==> config.mk <==
export PLATFORM = sky130hd
export DESIGN_NAME = paddle_input_ctrl
export DESIGN_NICKNAME = d
export VERILOG_FILES = /design/src/rtl/paddle_input_ctrl.sv
export SDC_FILE = /design/constraint.sdc
export NUM_CORES = 1
export LEC_CHECK = 0
export BUFFER_PORTS_ARGS = -buffer_cell sky130_fd_sc_hd__buf_2
export CAP_MARGIN = 10
export CELL_PAD_IN_SITES_DETAIL_PLACEMENT = 0
export CELL_PAD_IN_SITES_GLOBAL_PLACEMENT = 1
export CORE_AREA = 2 2 39 41
export DETAILED_ROUTE_END_ITERATION = 8
export DIE_AREA = 0 0 41 43
export PLACE_DENSITY = 0.66
export RECOVER_POWER = 25
export SLEW_MARGIN = 40
export SYNTH_ARGS = -nofsm -noshare
export SYNTH_HDL_FRONTEND = slang
export SYNTH_SLANG_ARGS = --single-unit
==> constraint.sdc <==
create_clock -name clk -period 1.25 [get_ports clk]
set_input_delay 0.0625 -clock clk [delete_from_list [all_inputs] [get_ports clk]]
set_output_delay 0.0625 -clock clk [all_outputs]
set_load 0.02 [all_outputs]
==> src/rtl/paddle_input_ctrl.sv <==
// Paddle input controller: turns key levels into one-at-a-time move/launch commands.
// Optional hold-to-repeat is enabled by defining PADDLE_AUTOREPEAT_EN.
module paddle_input_ctrl #(
  parameter int CNT_W         = 8,
  parameter int REPEAT_DELAY  = 16,
  parameter int REPEAT_PERIOD = 4
) (
  input  logic       clk,
  input  logic       reset,
  input  logic       key_left,
  input  logic       key_right,
  input  logic       key_launch,
  input  logic       game_run,
  input  logic       cmd_ready,
  output logic       cmd_valid,
  output logic [1:0] cmd_op,
  output logic       dropped,
  output logic [1:0] dbg_state
);

  // Handshake: a command is presented while cmd_valid=1 and cmd_op is held stable
  // until a cycle with cmd_valid & cmd_ready; a new event may load in that same cycle.

  typedef enum logic [1:0] {
    ST_IDLE  = 2'd0,
    ST_LEFT  = 2'd1,
    ST_RIGHT = 2'd2,
    ST_LOCK  = 2'd3
  } state_t;

  localparam logic [1:0] OP_NONE   = 2'b00;
  localparam logic [1:0] OP_LEFT   = 2'b01;
  localparam logic [1:0] OP_RIGHT  = 2'b10;
  localparam logic [1:0] OP_LAUNCH = 2'b11;

  state_t state, state_nxt;
  logic   launch_q;
  logic   ev_left, ev_right;
  logic   rep_fire;
  logic   launch_ev, move_ev, can_load;
  logic [1:0] move_op;

`ifdef PADDLE_AUTOREPEAT_EN
  localparam logic [CNT_W-1:0] DELAY_M1 = CNT_W'(REPEAT_DELAY - 1);
  localparam logic [CNT_W-1:0] RELOAD   = CNT_W'(REPEAT_DELAY - REPEAT_PERIOD);

  logic [CNT_W-1:0] cnt;

  assign rep_fire = (cnt == DELAY_M1);

  // Reloading below DELAY_M1 after each repeat yields the shorter repeat period.
  always_ff @(posedge clk or negedge reset) begin
    if (!reset) begin
      cnt <= '0;
    end else if (state_nxt != state) begin
      cnt <= '0;
    end else if (state == ST_LEFT || state == ST_RIGHT) begin
      if (rep_fire)
        cnt <= RELOAD;
      else if (cnt != {CNT_W{1'b1}})
        cnt <= cnt + 1'b1;
    end
  end
`else
  assign rep_fire = 1'b0;
`endif

  always_ff @(posedge clk or negedge reset) begin
    if (!reset)
      state <= ST_IDLE;
    else
      state <= state_nxt;
  end

  always_comb begin
    state_nxt = state;
    ev_left   = 1'b0;
    ev_right  = 1'b0;
    case (state)
      ST_IDLE: begin
        if (key_left && !key_right) begin
          state_nxt = ST_LEFT;
          ev_left   = 1'b1;
        end else if (key_right && !key_left) begin
          state_nxt = ST_RIGHT;
          ev_right  = 1'b1;
        end else if (key_left && key_right) begin
          state_nxt = ST_LOCK;
        end
      end
      ST_LEFT: begin
        if (!key_left && !key_right) begin
          state_nxt = ST_IDLE;
        end else if (!key_left && key_right) begin
          state_nxt = ST_RIGHT;
          ev_right  = 1'b1;
        end else if (key_left && key_right) begin
          state_nxt = ST_LOCK;
        end else begin
          ev_left = rep_fire;
        end
      end
      ST_RIGHT: begin
        if (!key_left && !key_right) begin
          state_nxt = ST_IDLE;
        end else if (key_left && !key_right) begin
          state_nxt = ST_LEFT;
          ev_left   = 1'b1;
        end else if (key_left && key_right) begin
          state_nxt = ST_LOCK;
        end else begin
          ev_right = rep_fire;
        end
      end
      default: begin
        if (!key_left && !key_right)
          state_nxt = ST_IDLE;
      end
    endcase
  end

  assign launch_ev = key_launch && !launch_q;
  // Move events are suppressed, not dropped, while the game is not running.
  assign move_ev   = (ev_left || ev_right) && game_run;
  assign move_op   = ev_left ? OP_LEFT : OP_RIGHT;
  assign can_load  = !cmd_valid || cmd_ready;

  always_ff @(posedge clk or negedge reset) begin
    if (!reset) begin
      launch_q  <= 1'b0;
      cmd_valid <= 1'b0;
      cmd_op    <= OP_NONE;
      dropped   <= 1'b0;
    end else begin
      launch_q <= key_launch;
      dropped  <= (launch_ev && move_ev) || (!can_load && (launch_ev || move_ev));
      if (can_load && launch_ev) begin
        cmd_valid <= 1'b1;
        cmd_op    <= OP_LAUNCH;
      end else if (can_load && move_ev) begin
        cmd_valid <= 1'b1;
        cmd_op    <= move_op;
      end else if (cmd_valid && cmd_ready) begin
        cmd_valid <= 1'b0;
        cmd_op    <= OP_NONE;
      end
    end
  end

  assign dbg_state = state;

endmodule

# Yosys cells after proc, flatten, opt, wreduce, memory -nomap -nowiden
# Cells that the tools add are included.
# Widths: inputs -> output; s select.
# word_totals
ff_bits	7
in_bits	7
word_cells	52
# op_classes
n_eq_ne	2
muxes	22
reduce_logical	23
# ops
operator	count
$mux 2	11
$logic_and 1x1->1	11
$mux 1	8
$pmux 2 s3	1
$logic_not 1->1	5
$logic_or 1x1->1	4
$pmux 1 s2	2
$reduce_bool 4->1	1
$reduce_bool 3->1	1
$eq 2x1->1 const B	1
$eq 2x2->1 const B	1
$logic_not 2->1	1

# Longest topological paths before layout
# Gate-level depths: netlist of the first run.
# depth
ltp_word	10
depth_mapped	3

# Least setup slack after synthesis of the first run
# No wires, ideal clock.
# synth_timing
kind	register to register
from	register state[1] (netlist: dbg_state[1])
to	register cmd_valid
setup_ps	131
n_path_buf	0
t_arrival_ps	1065
synth_period_minus_slack_ps	1196
stages_incl_launch_ff	4
setup_slack_ps	54
path_cell_list	dfrtp_1 -> nand4bb_1 -> nand2_1 -> or3_1
# synth_between
elab_chain_cells	7
word_cells_on_any_way	11
cone_classes	eq/ne: 2; mux: 4; reduce/logical: 5
# synth_lines
item	line_no	source
start: declaration	36	state_t state, state_nxt;
start signal: assignment	72	state <= state_nxt;
$eq 2x2->1 (tied with other cells)	79	case (state)
$pmux 1 s2	79	
$logic_or 1x1->1 (*)	124	assign move_ev = (ev_left || ev_right) && game_run;
$logic_and 1x1->1 (*)	124	
$logic_and 1x1->1 (*)	140	end else if (can_load && move_ev) begin
$mux 1	140	
$mux 1	137	if (can_load && launch_ev) begin
end signal: assignment	138	cmd_valid <= 1'b1;
end signal: assignment	141	cmd_valid <= 1'b1;
end signal: assignment	144	cmd_valid <= 1'b0;
end: declaration	15	output logic cmd_valid,
# Every way passes the cells marked *; elsewhere a longest branch is shown, timed or not.
# A chain may end at the register's enable or synchronous reset.

# Worst setup path after layout of the first run
# layout_timing
from	register state[1] (netlist: dbg_state[1])
to	register cmd_op[0]
# layout_between
elab_chain_cells	7
word_cells_on_any_way	12
cone_classes	eq/ne: 2; mux: 5; reduce/logical: 5
# layout_lines
item	line_no	source
$eq 2x2->1 (tied with other cells)	79	
$pmux 1 s2	79	
$logic_or 1x1->1	124	
$logic_and 1x1->1	124	
$logic_and 1x1->1	140	
$mux 2	140	
$mux 2	137	
end signal: assignment	142	cmd_op <= move_op;
end: declaration	16	output logic [1:0] cmd_op,
# Parallel ways exist; a longest one is shown, timed or not.

==> summary.txt, run 1 <==
Clocking
  • Postcts setup bufs: 0
  • Maximum clock insertion buffer count: 2
  • Worst-path clk slew: 60 ps
  • Root buf cell: clkbuf_4
  • Clk_lat worst skew: 250 ps
  • Total CTS buffers: 3
  • Sink Count: 7
  • CTS tree: built
  • H-tree levels: 1

Critical path
  • Worst Setup SP: dbg_state[1]
  • Critical Path Stages: 3
  • Type of element capturing the critical path: flop
  • CP required: approximately 1400 ps
  • Worst path arrival time: 1270 ps
  • Worst r2r dst: cmd_op[0]
  • WP buf/inv: 0
  • Worst-path maximum fanout: 5
  • Setup CP Type: flop to flop
  • Nature of the critical path startpoint: flop
  • R2R depth: 3
  • Crit-path cells: nand4bb_1 > a211oi_1 > o211ai_1
  • Reg2Reg Setup Slack: 110 ps
  • Crit path to: cmd_op[0]
  • Family with the most delay on the worst path: flip-flops
  • CP max-delay cell: dfrtp_1
  • Crit-path max cell delay: 410 ps
  • Reg-to-reg startpoint: dbg_state[1]

Logic synthesis
  • Area leader, netlist: dfrtp_1
  • Synth warn: 0
  • Avg Inst Size Synth: 12.37 µm²
  • Netlist cell types: 11
  • Top cells by count, synth: dfrtp_1, nand2_1
  • Post-synthesis instance total: 26
  • Top FF cell, synth: dfrtp_1
  • Post-synth EDFFs: 0
  • Most frequent cell after synthesis: dfrtp_1
  • Top cell type's share of synthesized area: 54.47%
  • Net Count, Synth: 33
  • Top area cells in the synthesized netlist: dfrtp_1, and4bb_1, nand4bb_1
  • Post-synthesis sequential area ratio: 54.47%
  • Yosys reg bits: 7
  • Post-Syn Area: 321.6 µm²
  • Async set-reset flop share out of synthesis: 100.0%

Die
  • Num ports: 13
  • Die Span Y: 43 µm
  • Row Count: 14
  • Core area: 0.001384 mm²
  • Die Span X: 41 µm
  • Starting Density: 23.24%
  • DIE AREA: 0.001763 mm²

Timing
  • Clock Skew: 6.910 ps
  • Slew Limit Fails: 0
  • Final Cycle Share: slightly above 90%
  • Setup ws final: 107.7 ps
  • Hold_ws: 79.35 ps
  • Final setup violation count: 0
  • FMAX: 875.4 MHz
  • Crit path time final: 1142 ps
  • RSZ-0062 raised after global routing: false
  • Slew HR: 74.26%
  • Final hold violations: 0
  • Slew @ Worst Pin: 386.1 ps
  • Setup TNS: 0 ps

Global routing
  • Initial antenna violation count: 0
  • Largest net degree at the start of global routing: 8
  • Grt ovf: 0
  • Vias in the first global route: 286
  • GRT Overall Usage: 10.41%
  • First-pass GRT wire length: 1186 µm

Run status
  • Status: finished, final reports clean

Route
  • Drt total wl: 703 µm
  • Vias per inst: around 4.7
  • DRC: 0
  • Initial drt markers: 2
  • Antenna Violating Nets Remaining: 0
  • DR vias: about 280
  • Routed WL per cell: 11.72 µm
  • First drt pass iteration count: 4

Place
  • Place WS: 98.83 ps
  • # port buffers: 12
  • Placed Cells: 54
  • Gpl congestion: 0.6634
  • Post-DP HPWL: 521.8 µm

Power
  • VDD IR max: 0.5637 mV
  • Leak: 0.2022 nW
  • PwrDens: 1345 mW/mm²
  • Pwr Total: 0.6009 mW

Worst hold path
  • HP Class: primary input to flop
  • Hold path cells: 2

Job
  • Max-cap check violation count: 0

Cells and area
  • Inserted Diodes: 0
  • Area growth syn-to-layout: 38.91%
  • Proportion of layout cells with a drive suffix above 1: 34.09%
  • Fill cells: 147
  • Fin nets: 52
  • Final Non-Filler Cells: 60
[timing repair]
action / CTS / global route
hold endpoints to repair: 8 / 0
hold buffers: 2 / 0
resized for setup: 0 / 0
[final cells by class]
class                      count  area, µm²  share of cell area (%)
timing repair buffer          14      78.83                   17.65
clock buffer                   4      26.28                   5.882
sequential                     7      175.2                   39.22
multi-input combinational     19      146.4                   32.77
tap                           16      20.02                   4.482
[registers in the layout, indices dropped and copies added, names as in the netlist]
register	cells
dropped	1
cmd_valid	1
cmd_op	2
dbg_state	2
launch_q	1
[where the power goes]
group,switching (mW),total (mW),internal (mW)
Clock,0.0834,0.205,0.122
Sequential,0.0199,0.272,0.252
Combinational,0.0699,0.124,0.0537
[per-layer routing]
layer	up-vias	GRT usage, %	part of all wire [%]
li1	138	-	-
met2	14	15.00	45
met4	0	2.000	0
met1	132	11.84	45
met3	0	8.377	11
met5	-	0	0
[cell families after synthesis]
| logic type | share of synthesized area, % |
|---|---|
| AOI/OAI and AO/OA | 17.90 |
| adders and majority gates | 3.502 |
| DFF | 54.48 |
| and+or+nand+nor | 24.12 |
[worst min path at each step]
stage	start	end	slack (ps)
CTS	key_left	dbg_state[0]	70
detailed placement	reset	cmd_op[0]	-90
global placement	reset	cmd_op[0]	-100
global route	key_left	dbg_state[0]	90
finish	key_left	dbg_state[0]	80
floorplan	reset	cmd_op[0]	-230
[through the flow]
stage	instance area (µm²)	utilization, %
finish	446.7	32.28
global route	446.7	32.28
CTS	447.9	32.37
detailed placement	401.6	29.02
global placement	401.6	29.02
floorplan	321.6	-
[cells in the final DEF, fill, tap and decap left out]
cell type,netlist,routed
nand4bb_1,2,2
a31o_1,2,2
clkbuf_1,0,2
clkbuf_4,0,3
a211oi_1,2,2
nand2_1,3,3
or3_1,1,1
dlygate4sd3_1,0,2
o21ai_0,2,2
nor2b_1,2,2
o211ai_1,2,2
and4bb_1,2,2
buf_2,0,11
dfrtp_1,7,7
maj3_2,1,1
Note: power is estimated with default switching activity, not from simulation.
==> inputs of run 2 (changes only) <==
- BUFFER_PORTS_ARGS: -buffer_cell sky130_fd_sc_hd__buf_2 -> -buffer_cell sky130_fd_sc_hd__buf_4
==> run 2 against run 1 <==
Against the previous run:
- design area grew 6.2%
- critical path type unchanged
- maximum frequency down 0.91%
- via count up 1.1%
- count of clock-buffer cells in the layout did not move
==> summary.txt, run 2 (synthesized netlist as in run 1, its figures left out) <==
Timing
  • FMAX: a little under 900 MHz
  • Clock Skew: 5.742 ps
  • Slew HR: 74.39%
  • Final setup violation count: 0
  • Final Cycle Share: slightly above 90%
  • Final hold violations: 0
  • Crit path time final: 1153 ps
  • Slew Limit Fails: 0
  • RSZ-0062 raised after global routing: false
  • Setup TNS: 0 ps
  • Slew @ Worst Pin: 384.1 ps
  • Setup ws final: 97.25 ps

Clocking
  • Maximum clock insertion buffer count: 2
  • H-tree levels: 1
  • Worst-path clk slew: 50 ps
  • Total CTS buffers: 3
  • Sink Count: 7
  • Clk_lat worst skew: 250 ps
  • Root buf cell: clkbuf_4
  • Postcts setup bufs: 0
  • Hold-fix buffers, CTS: 2
  • CTS tree: built
  • Resized cells post-CTS: 0

Cells and area
  • Proportion of layout cells with a drive suffix above 1: 34.09%
  • Fin nets: 52
  • Area of the multi-input gates: 146.4 µm²
  • Fill cells: approximately 150
  • Commonest cells after routing, fill and taps aside: buf_4, dfrtp_1, nand2_1, clkbuf_4
  • Inserted Diodes: 0
  • Area growth syn-to-layout: 47.47%
  • Final Non-Filler Cells: 60
  • Final Cell Area: 474.2 µm²
  • Seq. cell area: 175.2 µm²
  • Most common cell after layout, fill and taps aside: buf_4

Route
  • DRC: 0
  • Antenna Violating Nets Remaining: 0
  • Vias per inst: about 4.8
  • Drt total wl: 777 µm
  • First drt pass iteration count: 1
  • Routed WL per cell: between 10 and 15 µm
  • Initial drt markers: 0
  • DR vias: approximately 290

Critical path
  • Nature of the critical path startpoint: flop
  • Worst path arrival time: 1280 ps
  • R2R depth: 3
  • Worst r2r dst: cmd_valid
  • Worst-path maximum fanout: 5
  • Reg2Reg Setup Slack: 100 ps
  • Type of element capturing the critical path: flop
  • CP required: 1380 ps
  • Setup CP Type: flop to flop
  • Reg-to-reg startpoint: dbg_state[1]

Worst hold path
  • Hold path endpoint: dbg_state[1]
  • Hold path cells: 2
  • HP Class: primary input to flop
  • Hold Crit Start: key_right

Place
  • Gpl congestion: approximately 0.7
  • DP Area: 431.7 µm²
  • Place WS: between 90 and 100 ps
  • # port buffers: 12
  • Placed Cells: 54

Power
  • Seq pwr share: 44.2%
  • Sw frac: 28.27%
  • PwrDens: 1309 mW/mm²
  • VDD IR max: just under 0.8 mV
  • Net Sw Power: 0.1755 mW
  • Leak: around 0.21 nW
  • Pwr Total: ~0.62 mW
  • Cell Int Power: 0.4452 mW
  • Clock share of power: between 30% and 40%
  • Comb pwr share: 22.7%

Run status
  • Status: finished, final reports clean

Die
  • Die Span Y: between 40 and 50 µm
  • Row Count: 14
  • Num ports: 13
  • DIE AREA: between 0.0015 and 0.002 mm²
  • Core area: ~0.0014 mm²
  • Die Span X: just over 40 µm
  • Starting Density: 23.24%

Job
  • Max-cap check violation count: 0

Global routing
  • Initial antenna violation count: 0
  • GRT Overall Usage: 11.41%
  • First-pass GRT wire length: ~1200 µm
  • Grt ovf: 0
  • Vias in the first global route: 275
  • Largest net degree at the start of global routing: 8
-- run 2: final cells by class --
| class | instances | area share, % |
|---|---|---|
| Tap cell | 16 | 4.222 |
| Timing Repair Buffer | 14 | 22.43 |
| Clock buffer | 4 | 5.541 |
| Sequential cell | 7 | 36.94 |
| Multi-Input combinational cell | 19 | 30.87 |
-- run 2: stage by stage --
stage / util, % / hold WS, ps
final: 34.27 / 64.88
after global routing: 34.27 / 81.03
after CTS: 34.54 / 62.33
after detailed placement: 31.19 / -120.5
after global placement: 31.19 / -121.3
after floorplan: - / -233.1
-- run 2: worst max path at each step --
stage	slack (ps)	startpoint	to
finish	100	dbg_state[1]	cmd_valid
global route	8	dbg_state[1]	cmd_valid
CTS	80	dbg_state[1]	cmd_valid
detailed placement	90	dbg_state[1]	cmd_valid
global placement	130	dbg_state[1]	cmd_valid
floorplan	50	dbg_state[1]	cmd_valid
-- run 2: power by group through the flow --
stage | Sequential (mW) | Combinational, mW | Clock (mW)
after CTS | 0.276 | 0.145 | 0.207
final | 0.275 | 0.141 | 0.205
after floorplan | 0.303 | 0.0411 | 0
after detailed placement | 0.279 | 0.139 | 0
after global placement | 0.276 | 0.137 | 0
after global routing | 0.279 | 0.153 | 0.223
-- run 2: worst max-delay path, cell delays in order, from the launching register on --
cell and delay [ps]:
dfrtp_1 410, nand4bb_1 180, nand2_1 90, or3_1 360
-- run 2: metal layers --
layer / global-route usage, % / vias to the layer above / share of wire, %
met2: 17.81 / 15 / 51
met3: 7.853 / 0 / 10
li1: - / 137 / -
met1: 12.46 / 135 / 38
met4: 2.000 / 0 / 0
met5: 0 / - / 0
